<file path="config.mk">
export PLATFORM = sky130hd
export DESIGN_NAME = dfi_upd_ctrl
export DESIGN_NICKNAME = d
export VERILOG_FILES = /design/src/rtl/dfi_upd_ctrl.sv
export SDC_FILE = /design/constraint.sdc
export NUM_CORES = 1
export LEC_CHECK = 0
export BUFFER_PORTS_ARGS = -buffer_cell sky130_fd_sc_hd__buf_2
export CORE_MARGIN = 2
export CORE_UTILIZATION = 30
export DETAILED_ROUTE_END_ITERATION = 8
export SETUP_SLACK_MARGIN = 0.3
export SLEW_MARGIN = 0
export SYNTH_ARGS = -nofsm -noshare
export SYNTH_HDL_FRONTEND = slang
export SYNTH_SLANG_ARGS = --single-unit
</file>
<file path="constraint.sdc">
create_clock -name clk -period 2.4 [get_ports clk]
set_input_delay 0.48 -clock clk [delete_from_list [all_inputs] [get_ports clk]]
set_output_delay 0.48 -clock clk [all_outputs]
set_load 0.05 [all_outputs]
</file>
<file path="src/rtl/dfi_upd_ctrl.sv">
// DFI update sequencer: issues periodic/forced ctrlupd and services PHY-initiated
// phyupd requests, quiescing the command scheduler around every update window.
module dfi_upd_ctrl #(
    parameter int C_CTRLUPD_INTERVAL = 1024,
    parameter int C_CTRLUPD_MIN      = 4,
    parameter int C_CTRLUPD_MAX      = 64,
    parameter int C_PHYUPD_RESP      = 32,
    parameter int C_CNT_WIDTH        = 16
) (
    input  logic       clk,
    input  logic       rst_n,
    input  logic       init_done,
    input  logic       upd_force,
    output logic       hold_req,
    input  logic       hold_ack,
    output logic       dfi_ctrlupd_req,
    input  logic       dfi_ctrlupd_ack,
    input  logic       dfi_phyupd_req,
    input  logic [1:0] dfi_phyupd_type,
    output logic       dfi_phyupd_ack,
    output logic       upd_busy,
    output logic [1:0] upd_type,
    input  logic       err_clr,
    output logic       err_ctrlupd_max,
    output logic       err_phyupd_resp
);

    localparam logic [C_CNT_WIDTH-1:0] CNT_ONE  = C_CNT_WIDTH'(1);
    localparam logic [C_CNT_WIDTH-1:0] INT_LAST = C_CNT_WIDTH'(C_CTRLUPD_INTERVAL - 1);
    localparam logic [C_CNT_WIDTH-1:0] CU_MIN   = C_CNT_WIDTH'(C_CTRLUPD_MIN);
    localparam logic [C_CNT_WIDTH-1:0] CU_MAX   = C_CNT_WIDTH'(C_CTRLUPD_MAX);
    localparam logic [C_CNT_WIDTH-1:0] RESP_MAX = C_CNT_WIDTH'(C_PHYUPD_RESP);
    localparam logic [C_CNT_WIDTH-1:0] RESP_HIT = C_CNT_WIDTH'(C_PHYUPD_RESP - 1);

    typedef enum logic [2:0] {
        S_IDLE,
        S_CU_DRAIN,
        S_CU_REQ,
        S_CU_ACKED,
        S_CU_DONE,
        S_PU_DRAIN,
        S_PU_ACK
    } state_t;

    state_t                 state;
    state_t                 state_nx;
    logic [C_CNT_WIDTH-1:0] int_cnt;
    logic [C_CNT_WIDTH-1:0] upd_cnt;
    logic [C_CNT_WIDTH-1:0] resp_cnt;
    logic                   pending;
    logic                   set_ctrl_err;
    logic                   set_resp_err;
    logic                   int_hit;
    logic                   upd_done;
    logic                   resp_run;

    assign int_hit      = init_done && (state == S_IDLE) && (int_cnt == INT_LAST);
    assign upd_done     = (state == S_CU_DONE) || ((state == S_PU_ACK) && !dfi_phyupd_req);
    assign resp_run     = dfi_phyupd_req && !dfi_phyupd_ack;
    assign set_resp_err = resp_run && (resp_cnt == RESP_HIT);

    always_comb begin
        state_nx     = state;
        set_ctrl_err = 1'b0;
        case (state)
            S_IDLE: begin
                if (init_done) begin
                    if (dfi_phyupd_req)
                        state_nx = S_PU_DRAIN;
                    else if (pending)
                        state_nx = S_CU_DRAIN;
                end
            end
            S_CU_DRAIN: if (hold_ack) state_nx = S_CU_REQ;
            S_CU_REQ: begin
                if (dfi_ctrlupd_ack)
                    state_nx = S_CU_ACKED;
                else if (upd_cnt >= CU_MIN)
                    state_nx = S_CU_DONE;
            end
            S_CU_ACKED: begin
                if (!dfi_ctrlupd_ack) begin
                    state_nx = S_CU_DONE;
                end else if (upd_cnt >= CU_MAX) begin
                    state_nx     = S_CU_DONE;
                    set_ctrl_err = 1'b1;
                end
            end
            S_CU_DONE:  state_nx = S_IDLE;
            S_PU_DRAIN: if (hold_ack) state_nx = S_PU_ACK;
            S_PU_ACK:   if (!dfi_phyupd_req) state_nx = S_IDLE;
            default:    state_nx = S_IDLE;
        endcase
    end

    // Outputs are decoded from the next state so each one is a flop that
    // changes on the same edge as the transition that implies it.
    always_ff @(posedge clk) begin
        if (!rst_n) begin
            state           <= S_IDLE;
            hold_req        <= 1'b0;
            upd_busy        <= 1'b0;
            dfi_ctrlupd_req <= 1'b0;
            dfi_phyupd_ack  <= 1'b0;
            upd_type        <= 2'b00;
            err_ctrlupd_max <= 1'b0;
            err_phyupd_resp <= 1'b0;
            int_cnt         <= '0;
            upd_cnt         <= '0;
            resp_cnt        <= '0;
            pending         <= 1'b0;
        end else begin
            state           <= state_nx;
            hold_req        <= (state_nx != S_IDLE);
            upd_busy        <= (state_nx != S_IDLE);
            dfi_ctrlupd_req <= (state_nx == S_CU_REQ) || (state_nx == S_CU_ACKED);
            dfi_phyupd_ack  <= (state_nx == S_PU_ACK);

            if ((state == S_IDLE) && (state_nx == S_PU_DRAIN))
                upd_type <= dfi_phyupd_type;

            if (!init_done || upd_done)
                int_cnt <= '0;
            else if (state == S_IDLE)
                int_cnt <= (int_cnt == INT_LAST) ? '0 : int_cnt + CNT_ONE;

            // Entering CU_DRAIN serves whatever request is outstanding.
            if ((state == S_IDLE) && (state_nx == S_CU_DRAIN))
                pending <= 1'b0;
            else if (upd_force || int_hit)
                pending <= 1'b1;

            if (state == S_CU_DRAIN)
                upd_cnt <= CNT_ONE;
            else if ((state == S_CU_REQ) || (state == S_CU_ACKED))
                upd_cnt <= upd_cnt + CNT_ONE;
            else
                upd_cnt <= '0;

            if (!resp_run)
                resp_cnt <= '0;
            else if (resp_cnt != RESP_MAX)
                resp_cnt <= resp_cnt + CNT_ONE;

            if (set_ctrl_err)
                err_ctrlupd_max <= 1'b1;
            else if (err_clr)
                err_ctrlupd_max <= 1'b0;

            if (set_resp_err)
                err_phyupd_resp <= 1'b1;
            else if (err_clr)
                err_phyupd_resp <= 1'b0;
        end
    end

endmodule
</file>
======== After elaboration in Yosys (flattened, before gate mapping) ========
Index checks and enable logic that the tools add are counted.
operators by class
  add/subtract/negate cells ............... 3
  reductions and logical operators ........ 23
  multiplexer cells ....................... 20
  bitwise gates (word level) .............. 2
  magnitude comparators ................... 2
  eq/ne operators ......................... 14
operator list
  kind                                                                                   count
  16-bit by 1-bit adder with 16-bit output (second input constant)                       3
  3-bit 2-to-1 mux                                                                       10
  3-bit one-hot mux with 6 select lines                                                  1
  16-bit by 10-bit == test with 1-bit output (second input constant)                     1
  16-bit by 5-bit == test with 1-bit output (second input constant)                      1
  16-bit by 3-bit greater-or-equal comparator with 1-bit output (second input constant)  1
  16-bit by 7-bit greater-or-equal comparator with 1-bit output (second input constant)  1
  16-bit 2-to-1 mux                                                                      1
  16-bit by 6-bit inequality test with 1-bit output (second input constant)              1
  3-bit == test (second input constant)                                                  5
  3-bit by 2-bit == test with 1-bit output (second input constant)                       4
  1-bit 2-to-1 mux                                                                       8
  1-bit logical AND                                                                      7
  3-bit by 1-bit == test with 1-bit output (second input constant)                       2
  1-bit logical OR                                                                       5
  2-bit nonzero test                                                                     2
  2-bit OR reduction                                                                     2
  1-bit zero test                                                                        3
  3-bit zero test                                                                        1
  3-bit nonzero test                                                                     1
  3-bit OR reduction                                                                     1
  1-bit NOT                                                                              2
  2-bit AND reduction                                                                    1
word-level totals
  bits of input ports ..................... 10
  logic and storage cells ................. 76
  output and inout port bits .............. 8
  register bits ........................... 59

======== Logic depth before layout (Yosys ltp) ========
Gate-level depths: netlist (run 1).
  word-level depth ........................ 7
  gate-level depth with buffers ........... 6
  depth with buffers taken out ............ 6

======== Worst setup path after synthesis (run 1) ========
Ideal clock, no wire load.
  path type ............................... input port to flip-flop
  from .................................... input port dfi_phyupd_req
  to ...................................... register int_cnt[10]
  arrival ................................. 1.739 ns
  buffers on the path ..................... 2
  library setup time ...................... 0.118 ns
  setup slack ............................. 0.543 ns
  data required time ...................... 2.282 ns
  cell stages on the path ................. 6
  path through ............................ clkbuf_1 -> and2_1 -> o311ai_0 -> or2_2 -> buf_2 -> nor2_1
on the way
  word-level cells in the longest chain between the ends .. 5
ends and longest elaborated chain
  what                          line  RTL
  from (decl)                   18    input logic dfi_phyupd_req,
  1-bit zero test               n/a
  1-bit logical AND             58    assign upd_done = (state == S_CU_DONE) || ((state == S_PU_ACK) && !dfi_phyupd_req);
  1-bit logical OR              58
  1-bit logical OR              122   if (!init_done || upd_done)
  2-bit OR reduction (no line)  n/a
  to (signal assigned)          125   int_cnt <= (int_cnt == INT_LAST) ? '0 : int_cnt + CNT_ONE;
  to (decl)                     47    logic [C_CNT_WIDTH-1:0] int_cnt;
No other way between the ends.
A chain may end at the register's enable or synchronous reset.

======== Worst setup path in the final report (run 1) ========
  from .................................... register state[2]
  to ...................................... register int_cnt[12]
on the way
  word-level cells in the longest chain between the ends .. 5
  elaborated cells between the ends (all ways) .. 7
  classes of those cells .................. 2 x eq/ne; 5 x reduce/logical
ends and longest elaborated chain
  what                          line  RTL
  from (decl)                   45    state_t state;
  from (signal assigned)        113   state <= state_nx;
  3-bit == test                 58
  1-bit logical AND             58
  1-bit logical OR              58
  1-bit logical OR              122
  2-bit OR reduction (no line)  n/a
Parallel ways exist; a longest one is shown, timed or not.

==> results.json, run 1 <==
{
  "status": "completed",
  "yosys.area.top_type": "dfxtp_1",
  "area_growth_pct": 15.4,
  "fin_nets": 357,
  "cts_resized": 0,
  "numCtsBuffers": 9,
  "synth_ff_type": "dfxtp_1",
  "post-dp-hpwl_um": 3730,
  "syn_nets": 340,
  "p_leak_nw": 1.12,
  "drc": 0,
  "rows": 35,
  "finalCriticalPeriod_ns": 1.95,
  "synthTopCellsByCount": "59 x dfxtp_1, 51 x nor2_1, 23 x nand2_1, 23 x xor2_1, 16 x nand3_1",
  "min_path_type": "input port to flip-flop",
  "postCtsHoldBufs": 0,
  "critPathLaunchType": "flip-flop",
  "coreArea_sq_mm": 0.00906,
  "design.die.area_sq_mm": 0.00999,
  "final_util_pct": 35.2,
  "cp_max_fo": 11,
  "grt_pass1_vias": 2104,
  "setup_violations": 0,
  "ant_nets": 0,
  "fillers": 915,
  "yosysTopAreaCellShare_pct": 42.8,
  "post_cts.repair.setup_buffers": 0,
  "drtPass1Iterations": 4,
  "worst_setup_path_end_kind": "flip-flop",
  "fin_area_sq_mm": 0.00319,
  "start_util_pct": 30.5,
  "path_clk_slew_ns": 0.07,
  "cts_buffer_depth": 2,
  "die_w_um": 100,
  "finalMaxSlewViolations": 0,
  "cts_root_buf": "clkbuf_8",
  "cap_viol_max_count": 0,
  "worst_path_most_repeated_cell": "nor2_2",
  "power_w": 0.00254,
  "overflow": 0,
  "placed_cell_area_sq_mm": 0.00295,
  "max_freq_mhz": 512,
  "ys_warn_count": 0,
  "grtUsageTotal_pct": 11.4,
  "grt_max_degree": 17,
  "async_reset_ff_share_pct": 0,
  "routabilityCongestion": 0.728,
  "syn_area_sq_mm": 0.00276,
  "vdd_ir_drop_max_v": 0.000416,
  "cts_tree": "built",
  "synth_most_common_cell": "dfxtp_1",
  "p_per_area_mw_per_mm2": 796,
  "cpMaxStageDelayCell": "or4_4",
  "h-tree-depth": 3,
  "clk_latency_ns": 0.33,
  "vias": 2211,
  "syn_avg_cell_area_sq_um": 8.50,
  "worstPathRequired_ns": 2.61,
  "cp_slowest_stage_delay_ns": 0.58,
  "grt_pass1_wl_um": 9190,
  "slew_headroom_pct": 57.2,
  "critical_path_class": "flip-flop to flip-flop",
  "routedWlPerCell_um": 11.6,
  "ys_top_cells_by_area": "dfxtp_1 43%, xor2_1 7.3%, nor2_1 6.9%, xnor2_1 4.8%, nand2_1 3.1%",
  "tightest_slew_ns": 0.640,
  "clock_skew_ns": 0.0106,
  "die_y_um": 100,
  "clock-sinks": 59,
  "rsz0062_at_grt": "false",
  "hold_viol_final": 0,
  "viasPerCell": 4.83,
  "portBuffers": 17,
  "antenna_found_initial": 0,
  "synth-edff-count": 0,
  "fin_crit_sh_pct": 81.4,
  "regArea_sq_mm": 0.00118,
  "pin_count": 18,
  "multi_input_area_sq_mm": 0.00147,
  "ff2ff_setup_slack_ns": 0.45,
  "syn_inst": 325,
  "drt_wl_total_um": 5310,
  "diodes": 0,
  "arrival_ns": 2.17,
  "ys_seq_area_share_pct": 42.8,
  "drive_gt1_share_pct": 12.1,
  "drtIter0Drc": 132,
  "setup-tns-final_ns": 0,
  "cp_cell_sequence": "or3_1 -> or4_4 -> nor2_2 -> xnor2_1 -> nor2_2",
  "ys_types": 43,
  "synth-seq-cells": 59
}
==> kinds of logic after synthesis <==
family                     share of synthesized area, %
AOI/OAI and AO/OA                                  7.29
and+or+nand+nor                                    30.6
buffers and inverters                              3.94
DFF                                                42.8
xor gates and xnor gates                           12.0
adders and majority gates                          2.26
muxes                                              1.09
==> per-layer routing <==
| layer | up-vias | track usage [%] | routed length (um) |
|---|---|---|---|
| li1 | 1152 | - | - |
| met1 | 1020 | 13.6 | 2570 |
| met2 | 32 | 19.2 | 2510 |
| met3 | 7 | 3.97 | 186 |
| met4 | 0 | 4.00 | 52 |
| met5 | - | 0 | 0 |
==> critical path: cells and delay by family (launching register included) <==
family           cells  cell delay (ns)
XOR/XNOR             1             0.14
flip-flops           1             0.43
AND/OR/NAND/NOR      4             1.26
==> where the power goes <==
group	internal (W)	leakage (nW)	switching, W	total [W]
clock network	0.000715	0.123	0.000378	0.00109
registers	0.00102	0.477	0.0000547	0.00108
logic	0.000125	0.521	0.000244	0.000369
==> metrics by stage <==
step           setup WS [ns]  hold slack, ns  cells
3_5_place_dp           0.477           0.465    442
2_1_floorplan          0.543           0.444    325
3_3_place_gp           0.504           0.464    442
6_report               0.447           0.414    458
5_1_grt                0.357           0.423    458
4_1_cts                0.455           0.403    458
==> cells in the final DEF (no fill, tap or decap), drive strengths merged, types with 3 or more instances in the layout <==
cell / n
xnor2: 15
o21ai: 8
inv: 14
nor2b: 5
dfxtp: 59
bufinv: 3
nor2: 55
clkbuf: 11
nor3: 8
nor4: 7
nand3: 16
and3: 5
nor3b: 3
a21oi: 10
and4: 7
buf: 19
or3: 5
ha: 5
nand4: 12
mux2i: 3
xor2: 23
and2: 5
nand2: 23
==> registers in the layout, summed over array words and instances (netlist names) <==
name	flops
dfi_ctrlupd_req	1
upd_busy	1
state	3
err_ctrlupd_max	1
upd_type	2
pending	1
resp_cnt	16
int_cnt	16
dfi_phyupd_ack	1
upd_cnt	16
err_phyupd_resp	1
==> worst paths after layout <==
kind / start / endpoint / cells past startpoint
worst max-delay path: state[2]$_SDFF_PN0_ / int_cnt[12]$_SDFFE_PP0P_ / 5
worst max register to register: state[2]$_SDFF_PN0_ / int_cnt[12]$_SDFFE_PP0P_ / 5
worst min-delay path: dfi_phyupd_type[0] / upd_type[0]$_SDFFE_PN0P_ / 3
worst min register to register: int_cnt[1]$_SDFFE_PP0P_ / int_cnt[1]$_SDFFE_PP0P_ / 2
==> area by class of cell <==
class | count | area share (%)
multi-input cells | 239 | 46.2
flip-flops and latches | 59 | 37.1
clock buffers | 11 | 4.44
well taps | 111 | 4.36
clock inverters | 5 | 3.14
repair buffers | 19 | 3.14
inverters | 14 | 1.65
(Power assumes the default switching activity.)
==> inputs of run 2 (changes only) <==
--- a/config.mk
+++ b/config.mk
@@ -5,6 +5,7 @@
 export SDC_FILE = /design/constraint.sdc
 export NUM_CORES = 1
 export LEC_CHECK = 0
+export ABC_AREA = 1
 export BUFFER_PORTS_ARGS = -buffer_cell sky130_fd_sc_hd__buf_2
 export CORE_MARGIN = 2
 export CORE_UTILIZATION = 30
==> constraint.sdc (replaced) <==
create_clock -name clk -period 1.65 [get_ports clk]
set_input_delay 0.33 -clock clk [delete_from_list [all_inputs] [get_ports clk]]
set_output_delay 0.33 -clock clk [all_outputs]
set_load 0.05 [all_outputs]
==> run 2 against run 1 <==
Effect of this change:
- core utilization up 2.6 points
- total power up 24%
- synthesized cell count up 50%
- combinational power up 18%
- hold slack worse by 0.15 ns
- largest power group is now registers
==> results.json, run 2 <==
{
  "synth-edff-count": 0,
  "hold_viol_final": 0,
  "synth_ff_type": "dfxtp_1",
  "grt_max_degree": 13,
  "diodes": 0,
  "top_layer": "met4",
  "max_freq_mhz": 758,
  "drtPass1Iterations": 4,
  "async_reset_ff_share_pct": 0,
  "yosysTopAreaCellShare_pct": 36.6,
  "critPathBufInv": 1,
  "grt_pass1_wl_um": 12600,
  "fin_nets": 539,
  "h-tree-depth": 3,
  "start_util_pct": 31.1,
  "synth-seq-cells": 59,
  "rsz0062_at_grt": "true",
  "setup-tns-final_ns": 0,
  "p_leak_nw": 1.49,
  "ys_top_cells_by_area": "dfxtp_1 37%, nand2_1 12%, inv_1 8.1%, nor2_1 7.6%, nand3_1 6.2%",
  "slew_headroom_pct": 79.4,
  "post-dp-hpwl_um": 5380,
  "setup_violations": 0,
  "grt_pass1_vias": 2927,
  "postCtsHoldBufs": 0,
  "worst_setup_path_end_kind": "output port",
  "drtIter0Drc": 155,
  "die_w_um": 108,
  "clock_skew_ns": 0.0116,
  "cp_max_fo": 2,
  "syn_nets": 501,
  "p_per_area_mw_per_mm2": 801,
  "routabilityCongestion": 0.821,
  "cts_root_buf": "clkbuf_8",
  "syn_avg_cell_area_sq_um": 6.64,
  "drive_gt1_share_pct": 25.1,
  "fin_hold_ws_ns": 0.260,
  "cp_cell_sequence": "clkbuf_4",
  "cpMaxStageDelayCell": "dfxtp_1",
  "coreArea_sq_mm": 0.0104,
  "ys_types": 33,
  "ys_seq_area_share_pct": 36.6,
  "cts_tree": "built",
  "routedWlPerCell_um": 11.0,
  "ys_warn_count": 0,
  "antenna_found_initial": 0,
  "syn_inst": 486,
  "rows": 37,
  "die_y_um": 108,
  "portBuffers": 17,
  "syn_area_sq_mm": 0.00323,
  "design.die.area_sq_mm": 0.0116,
  "area_growth_pct": 21.5,
  "pin_count": 18,
  "top_regs": "int_cnt: 16 flops, resp_cnt: 16 flops, upd_cnt: 16 flops",
  "wl_met3_um": 254,
  "finalMaxSlewViolations": 0,
  "critical_path_class": "flip-flop to output port",
  "fin_crit_sh_pct": 80.0,
  "layout_commonest_cell": "nand2_1",
  "final_util_pct": 37.8,
  "cp_slowest_stage_delay_ns": 0.39,
  "min_path_type": "input port to flip-flop",
  "grtUsageTotal_pct": 13.6,
  "wl_met1_um": 3550,
  "cap_viol_max_count": 0,
  "synth_most_common_cell": "nand2_1",
  "ant_nets": 0,
  "finalCriticalPeriod_ns": 1.32,
  "synthTopCellsByCount": "104 x nand2_1, 70 x inv_1, 65 x nor2_1",
  "worstPathRequired_ns": 1.32,
  "vias": 3102,
  "drt_wl_total_um": 7340,
  "path_delay_family": "flip-flops",
  "viasPerCell": 4.66,
  "overflow": 0,
  "clk_latency_ns": 0.34,
  "layout_common_cells": "96 x nand2_1, 67 x inv_1, 55 x nor2_1",
  "drc": 0,
  "path_clk_slew_ns": 0.07,
  "critPathLaunchType": "flip-flop",
  "yosys.area.top_type": "dfxtp_1",
  "tightest_slew_ns": 0.302,
  "dr_wl_met2_um": 3410,
  "clock-sinks": 59,
  "cts_buffer_depth": 2,
  "vdd_ir_drop_max_v": 0.000512,
  "status": "completed",
  "numCtsBuffers": 9,
  "arrival_ns": 0.99
}
## run 2: cell count changes after synthesis, moves of 9 or more
cell      delta
a21oi_1     +25
nand2_1     +81
o21ai_0     +14
xor2_1      -21
nand3_1     +24
nor2_1      +14
xnor2_1     -14
inv_1       +56
clkbuf_1     -9
## run 2: area by class of cell
cell class / instances / area, sq um
Clock buffer: 12 / 155
Timing Repair Buffer: 33 / 208
Clock inverter: 4 / 25.0
Inverter: 77 / 292
Sequential cell: 59 / 1210
Tap cell: 136 / 170
Fill cell: 1109 / 6450
Multi-Input combinational cell: 344 / 1860
## run 2: kinds of logic after synthesis
kind of cell | count (synthesis) | share of synthesized area (%)
XOR/XNOR | 3 | 0.814
buffers and inverters | 83 | 10.5
AND/OR/NAND/NOR | 266 | 38.0
AO/OA/AOI/OAI | 70 | 12.1
flip-flops | 59 | 36.6
adder cells (fa/ha/maj) | 5 | 1.94
## run 2: power by group
group	switching, W	leakage, nW	total, W	internal (W)
clock	0.000584	0.0884	0.00121	0.000622
combinational	0.000293	0.917	0.000437	0.000144
sequential	0.0000366	0.487	0.00150	0.00146
total	0.000914	1.49	0.00314	0.00223
## run 2: timing repair
action                     CTS  global route
setup endpoints to repair   22            41
pin swaps                    3            12
setup buffers                4             9
gates cloned                 0             0
resized for setup           17            51
## run 2: worst paths after layout
check | from | endpoint | slack, ns | depth (start not counted)
hold reg to reg | upd_type[0]$_SDFFE_PN0P_ | upd_type[0]$_SDFFE_PN0P_ | 0.45 | 2
setup / recovery | dfi_phyupd_ack$_SDFF_PN0_ | dfi_phyupd_ack | 0.33 | 1
setup reg to reg | int_cnt[1]$_SDFFE_PP0P_ | int_cnt[8]$_SDFFE_PP0P_ | 0.36 | 7
hold / removal | err_clr | err_ctrlupd_max$_SDFFE_PN0P_ | 0.26 | 4
## run 2: layer usage
metal,vias up,global-route usage (%)
met4,0,6.14
met1,1403,17.0
met5,-,0
li1,1643,-
met2,45,22.1
met3,11,3.03
## run 2: through the flow
step | cell area (sq um) | std cells | total power [W] | setup slack, ns
final | 3920 | 665 | 0.00314 | 0.331
after global routing | 3920 | 665 | 0.00330 | 0.216
after CTS | 3710 | 656 | 0.00316 | 0.301
after detailed placement | 3450 | 636 | 0.00191 | 0.0473
after global placement | 3450 | 636 | 0.00190 | 0.122
after floorplan | 3230 | 486 | 0.00183 | 0.308
## run 2: worst register-to-register path: cells and delay by family (launching register included)
kind / cells / cell delay, ns
flip-flops: 1 / 0.36
AO/OA/AOI/OAI: 1 / 0.05
adder cells (fa/ha/maj): 1 / 0.19
buffers and inverters: 1 / 0.13
AND/OR/NAND/NOR: 4 / 0.45
